==> src/rtl/display_bcd_scan.sv <==
`default_nettype none
// +--------------------------------------------------------------------------+
// | display_bcd_scan: time-multiplexed shift-add-3 seven-segment driver       |
// | Revision: 1.0 - initial release                                           |
// +--------------------------------------------------------------------------+
module display_bcd_scan #(
    parameter int CHANNELS = 4,
    parameter int WIDTH    = 8,
    parameter int DIGITS   = 3
) (
    input  logic                         clock,
    input  logic                         reset,
    input  logic                         refresh,
    input  logic                         mode,
    input  logic                         blank_lz,
    input  logic [CHANNELS*WIDTH-1:0]    values,
    output logic [CHANNELS*DIGITS*7-1:0] seg,
    output logic                         busy,
    output logic                         done,
    output logic [CHANNELS-1:0]          ovf
);

    localparam int c_CHW = (CHANNELS > 1) ? $clog2(CHANNELS) : 1;
    localparam int c_CNW = (WIDTH > 1) ? $clog2(WIDTH) : 1;
    localparam logic [c_CHW-1:0] c_CH_LAST  = c_CHW'(CHANNELS - 1);
    localparam logic [c_CNW-1:0] c_CNT_LAST = c_CNW'(WIDTH - 1);

    localparam logic [1:0] c_IDLE  = 2'd0;
    localparam logic [1:0] c_LOAD  = 2'd1;
    localparam logic [1:0] c_SHIFT = 2'd2;
    localparam logic [1:0] c_STORE = 2'd3;

    localparam logic [6:0] c_DASH  = 7'b0111111;
    localparam logic [6:0] c_BLANK = 7'b1111111;

    function automatic logic [63:0] f_pow(input int base, input int n);
        logic [63:0] r;
        r = 64'd1;
        for (int i = 0; i < n; i++) r = r * 64'(base);
        return r;
    endfunction

    localparam logic [63:0] c_DEC_LIM = f_pow(10, DIGITS);
    localparam logic [63:0] c_HEX_LIM = f_pow(16, DIGITS);

    // Patterns are written a..g left to right, then mapped so bit 0 = a.
    function automatic logic [6:0] f_enc(input logic [3:0] nib);
        logic [0:6] p;
        logic [6:0] r;
        case (nib)
            4'h0: p = 7'b0000001;  4'h1: p = 7'b1001111;
            4'h2: p = 7'b0010010;  4'h3: p = 7'b0000110;
            4'h4: p = 7'b1001100;  4'h5: p = 7'b0100100;
            4'h6: p = 7'b0100000;  4'h7: p = 7'b0001111;
            4'h8: p = 7'b0000000;  4'h9: p = 7'b0000100;
            4'hA: p = 7'b0001000;  4'hB: p = 7'b1100000;
            4'hC: p = 7'b0110001;  4'hD: p = 7'b1000010;
            4'hE: p = 7'b0110000;  default: p = 7'b0111000;
        endcase
        for (int k = 0; k < 7; k++) r[k] = p[k];
        return r;
    endfunction

    logic [1:0]                   r_state;
    logic [c_CHW-1:0]             r_ch;
    logic [c_CNW-1:0]             r_cnt;
    logic [CHANNELS*WIDTH-1:0]    r_snap;
    logic                         r_mode;
    logic                         r_blz;
    logic [WIDTH-1:0]             r_bin;
    logic [4*DIGITS-1:0]          r_bcd;
    logic                         r_ovf_cur;
    logic [CHANNELS*DIGITS*7-1:0] r_seg;
    logic [CHANNELS-1:0]          r_ovf;
    logic                         r_busy;
    logic                         r_done;

    logic [WIDTH-1:0]    w_val;
    logic [63:0]         w_val64;
    logic                w_ovf;
    logic [4*DIGITS-1:0] w_adj;
    logic [DIGITS*7-1:0] w_pat;
    logic                w_lead;
    logic [3:0]          w_nib;

    always_comb begin
        w_val = '0;
        for (int i = 0; i < CHANNELS; i++)
            if (r_ch == c_CHW'(i)) w_val = r_snap[i*WIDTH +: WIDTH];
    end

    assign w_val64 = 64'(w_val);
    assign w_ovf   = r_mode ? (w_val64 >= c_HEX_LIM) : (w_val64 >= c_DEC_LIM);

    // Hex mode reuses the same shifter with the add-3 correction disabled.
    always_comb begin
        w_adj = r_bcd;
        if (!r_mode)
            for (int n = 0; n < DIGITS; n++)
                if (r_bcd[n*4 +: 4] >= 4'd5) w_adj[n*4 +: 4] = r_bcd[n*4 +: 4] + 4'd3;
    end

    always_comb begin
        w_pat  = '0;
        w_lead = 1'b1;
        w_nib  = '0;
        for (int d = DIGITS - 1; d >= 0; d--) begin
            w_nib = r_bcd[d*4 +: 4];
            if (r_ovf_cur)
                w_pat[d*7 +: 7] = c_DASH;
            else if (r_blz && w_lead && (w_nib == 4'd0) && (d != 0))
                w_pat[d*7 +: 7] = c_BLANK;
            else
                w_pat[d*7 +: 7] = f_enc(w_nib);
            if (w_nib != 4'd0) w_lead = 1'b0;
        end
    end

    always_ff @(posedge clock) begin
        if (!reset) begin
            r_state   <= c_IDLE;
            r_ch      <= '0;
            r_cnt     <= '0;
            r_snap    <= '0;
            r_mode    <= 1'b0;
            r_blz     <= 1'b0;
            r_bin     <= '0;
            r_bcd     <= '0;
            r_ovf_cur <= 1'b0;
            r_seg     <= '1;
            r_ovf     <= '0;
            r_busy    <= 1'b0;
            r_done    <= 1'b0;
        end else begin
            r_done <= 1'b0;
            case (r_state)
                c_IDLE: begin
                    if (refresh) begin
                        r_snap  <= values;
                        r_mode  <= mode;
                        r_blz   <= blank_lz;
                        r_ch    <= '0;
                        r_busy  <= 1'b1;
                        r_state <= c_LOAD;
                    end
                end
                c_LOAD: begin
                    r_bin     <= w_val;
                    r_bcd     <= '0;
                    r_ovf_cur <= w_ovf;
                    r_cnt     <= '0;
                    r_state   <= c_SHIFT;
                end
                c_SHIFT: begin
                    {r_bcd, r_bin} <= {w_adj, r_bin} << 1;
                    r_cnt          <= r_cnt + 1'b1;
                    if (r_cnt == c_CNT_LAST) r_state <= c_STORE;
                end
                c_STORE: begin
                    for (int i = 0; i < CHANNELS; i++)
                        if (r_ch == c_CHW'(i)) begin
                            r_seg[i*DIGITS*7 +: DIGITS*7] <= w_pat;
                            r_ovf[i]                      <= r_ovf_cur;
                        end
                    if (r_ch == c_CH_LAST) begin
                        r_ch    <= '0;
                        r_busy  <= 1'b0;
                        r_done  <= 1'b1;
                        r_state <= c_IDLE;
                    end else begin
                        r_ch    <= r_ch + 1'b1;
                        r_state <= c_LOAD;
                    end
                end
                default: r_state <= c_IDLE;
            endcase
        end
    end

    assign seg  = r_seg;
    assign busy = r_busy;
    assign done = r_done;
    assign ovf  = r_ovf;

endmodule
`default_nettype wire

==> config.mk <==
export PLATFORM = sky130hd
export DESIGN_NAME = display_bcd_scan
export DESIGN_NICKNAME = d
export VERILOG_FILES = /design/src/rtl/display_bcd_scan.sv
export SDC_FILE = /design/constraint.sdc
export NUM_CORES = 1
export LEC_CHECK = 0
export CAP_MARGIN = 20
export CORE_MARGIN = 8
export CORE_UTILIZATION = 55
export CTS_BUF_LIST = sky130_fd_sc_hd__clkbuf_8
export DETAILED_ROUTE_END_ITERATION = 8
export PLACE_DENSITY = 0.8
export SLEW_MARGIN = 15
export SYNTH_ARGS = -nofsm -noshare
export SYNTH_HDL_FRONTEND = slang
export SYNTH_SLANG_ARGS = --single-unit
==> constraint.sdc <==
create_clock -name clock -period 3 [get_ports clock]
set_input_delay 0.9 -clock clock [delete_from_list [all_inputs] [get_ports clock]]
set_output_delay 0.9 -clock clock [all_outputs]
set_load 0.02 [all_outputs]
# Yosys cells after proc, flatten, opt, wreduce, memory -nomap -nowiden
# Memory sizes are Yosys's and may differ from the RTL's. A register that Yosys moved wholly into a read port is not among the register bits.
# Index checks and enable logic that the tools add are counted.
# word_totals
register_bits	152
mem_bits_ro	336
out_inout_bits	90
elab_cells	96
n_memories	3
# classes
add_sub_neg	5
n_lt_le_gt_ge	5
eq_ne	10
muxes	35
reduce_logical	19
# memory_table
name	depth	width	rd	rd_ports_with_merged_regs	write_ports	line_no	source
(no name shown)	16	7	1	1	0	50	case (nib)
(no name shown)	16	7	1	1	0	50	
(no name shown)	16	7	1	1	0	50	
# ops
operator	n
$mux 7	5
$mux 4	8
$mux 8	4
$pmux 12 s2	1
$pmux 8 s2	1
$reduce_and 2->1	8
$ge 8x13->1 const B	1
$ge 4x3->1 const B	3
$mux 11	1
$ge 8x10->1 const B	1
$add 4x2->4 const B	2
$eq 2x2->1 const B	4
$logic_not 4->1	2
$mux 2	4
$pmux 2 s4	1
$mux 1	6
$ne 2x2->1 const B	3
$pmux 3 s2	1
$eq 2x1->1 const B	2
$logic_not 2->1	2
$pmux 2 s2	1
$reduce_bool 2->1	2
$reduce_bool 4->1	1
$add 3x1->3 const B	1
other kinds (7)	9

# Longest topological paths before layout
# logic_depth
ltp_word	7
depth_mapped	13

# Worst setup path before layout
# OpenSTA, ideal clock, no wires.
# synth_timing
path_kind	input -> register
from	input port reset
to	register, netlist name w_pat[3]
arrival_ps	2585
path_slack_ps	281
cell_stages	7
path_cell_list	buf_2 -> clkbuf_1 -> clkbuf_1 -> nand2_1 -> ha_1 -> inv_1 -> mux4_2
# synth_lines
item	line_no	source
start, declared	12	input logic reset,

==> impl_results.md <==
* Gr usage total at 20.1%
* Leak at 0.00392 uW
* Cell Pwr Density at 581 nW/um^2
* Post-DP HPWL at 12800 microns
* Die Ht at 133 microns
* Yosys warnings at 0
* Initial Util at 55.3%
* Area growth from synthesis to layout at 22.2%
* WP data required at 3.34 ns
* Post-route DRC at 0
* Post-Synth XOR/XNOR Area at 0.348%
* Post-synthesis mux area share at 2.68%
* Post_cts resized at 0
* Synth Area in Compound Gates at 19.6%
* Worst-Margin Slew at 1.02 ns
* CP Launch Point: r_state[1]
* Port-buffer cells at 122
* DR pass1 iterations at 4
* Setup TNS at 0 ns
* Total die area at 17700 sq um
* Maximum Capacitance Violations at 0
* Pin count of the biggest net entering global routing at 58
* Crit-path max FO at 12
* CTS buffer count at 17
* Number of synthesized flops with an enable pin at 0
* DR vias at 6284
* First-pass GRT wire length at 29600 microns
* Number of routed nets with antenna violations at 0
* Initial antenna violation count at 0
* Placed cells at 1156
* Hold_ws at 0.464 ns
* Vias per inst at 5.29
* Slew Limit Fails at 0
* Fillers at 1141
* Setup Skew at 0.0112 ns
* Worst skew pair latency at 0.45 ns
* Status: finished, final reports clean
* Critical Path AT at 3.11 ns
* Routability Congestion at 0.882
* WL per Instance at 14.8 microns
* Path type of the worst min-delay path: reg2reg
* Post-synth cell types at 63
* Hold Path Origin: r_snap[3]
* CTS Root Cell: clkbuf_8
* CTS tree: yes
* Ys async rst share at 0%
* Die W at 133 microns
* 1st-iter DRT viols at 341
* Peak Freq at 0.361 GHz
* Mapped Area at 7560 sq um
* Critical path endpoint category: register
* Clock sinks at 168
* Dpl cell area at 8850 sq um
* Final WL at 17600 microns
* Site row count at 43
* Fin area at 9240 sq um
* Commonest non-fill, non-tap cell in the layout: nand2_1
* Core area at 13700 sq um
* Peak VDD IR at 0.291 mV
* Ys flop type: dfxtp_1
* Share of cells above drive strength 1 at 7.14%
* Fin. Hold Viols at 0
* Max clock buf depth at 2
* Gate Count Post-Synth at 898
* RR Startpoint: r_state[1]
* Synth Area in Adders at 5.96%
* Design Power at 5370 uW
* RSZ-0062 raised after global routing: no
* Post-CTS Hold Fix Bufs at 0
* Vias in the first global route at 6056
* N_diodes at 0
* Combinational family with the most area after synthesis: simple AND/OR/NAND/NOR gates
* Clock transition at path regs at 0.09 ns
* Final period util at 92.3%
* Post-Synth Simple-Gate Area at 21.2%
* Fin nets at 1068
* Yosys reg bits at 168
* Average size of a mapped cell at 8.41 sq um
* Crit Path Category: reg2reg
* Ports at 127
* H-tree depth at 4
* Commonest non-fill, non-tap cells in the layout: nand2_1 (249), dfxtp_1 (168), clkdlybuf4s50_1 (121)
* Max_slew headroom at 31.3%
* Min Tclk post-route at 2.77 ns
* Remaining Overflow, GRT at 0
* Worst setup SP type: register
* Setup-failing EPs final at 0
* Register area share after synthesis at 44.5%
* Fin cells at 1188
* Setup Buffers After CTS at 0
[where the power goes]
| group | internal (uW) | switching [uW] | leakage, uW |
|---|---|---|---|
| Combinational | 491 | 815 | 0.00236 |
| Clock | 706 | 832 | 0.000188 |
| Sequential | 2410 | 108 | 0.00136 |
[metal layers]
| layer | global-route usage, % | share of wire, % | vias to the layer above |
|---|---|---|---|
| li1 | - | - | 3232 |
| met1 | 25.6 | 46 | 2838 |
| met2 | 31.2 | 45 | 191 |
| met3 | 5.46 | 7.1 | 23 |
| met4 | 9.05 | 1.8 | 0 |
| met5 | 0 | 0 | - |
[worst paths after layout]
| check | endpoint | slack, ns | cells after the start |
|---|---|---|---|
| worst min-delay path | r_snap[3] | 0.46 | 2 |
| worst max register to register | register | 0.23 | 10 |
| worst max-delay path | register | 0.23 | 10 |
| worst min register to register | r_snap[3] | 0.46 | 2 |
[cell usage after synthesis (all sizes together), types with 3 or more instances]
library cell	n	area (sq um)
o2111ai	3	26.3
ha	36	450
nor2b	6	37.5
clkbuf	53	199
o21ai	33	169
nand3	35	175
nor3	6	30.0
dfxtp	168	3360
nand2b	8	65.1
xnor2	3	26.3
inv	33	126
buf	13	101
o211ai	67	508
o32ai	3	26.3
o21a	6	52.6
nor2	35	131
a21oi	14	70.1
nand2	252	972
o22ai	9	56.3
and2	15	93.8
o31ai	3	22.5
a21boi	46	345
mux2i	12	120
mux2	3	37.5
[critical path, cell delays in order, from the launching register on]
cell	delay (ns)
dfxtp_1	0.42
inv_1	0.08
ha_1	0.52
nand2_2	0.26
o22ai_1	0.34
and2_1	0.26
inv_1	0.10
ha_1	0.26
and2_1	0.17
a211oi_1	0.18
nor2_1	0.07
[metrics by stage]
| step | setup WS [ns] | util (%) |
|---|---|---|
| after global routing | 0.0640 | 67.6 |
| after global placement | 0.364 | 64.8 |
| after detailed placement | 0.274 | 64.8 |
| after CTS | 0.263 | 67.6 |
| after floorplan | 0.281 | - |
| final | 0.232 | 67.6 |
[layout make-up]
cell class | instances | area (sq um) | area share (%)
repair buffers | 141 | 1360 | 14.7
clock inverters | 13 | 120 | 1.30
inverters | 33 | 126 | 1.37
clock buffers | 19 | 262 | 2.83
flip-flops and latches | 168 | 3360 | 36.4
multi-input cells | 634 | 3780 | 40.9
well taps | 180 | 225 | 2.44
[logic make-up (layout without fill, tap and decap cells)]
group,Yosys count,in the layout
AO/OA/AOI/OAI,203,203
XOR/XNOR,3,3
adder cells (fa/ha/maj),36,36
buffers and inverters,99,206
flip-flops,168,168
multiplexers,17,17
other,1,4
AND/OR/NAND/NOR,371,371
[sequential cells by signal, summed over array words and instances (netlist names), named ones only]
| register | flops |
|---|---|
| r_mode | 1 |
| done | 1 |
| r_bcd | 12 |
| r_ch | 2 |
| r_snap | 32 |
| busy | 1 |
| r_blz | 1 |
| r_bin | 8 |
| w_pat | 7 |
| seg | 84 |
| r_cnt | 3 |
| r_state | 2 |
Power figures use the tool's default switching activity.
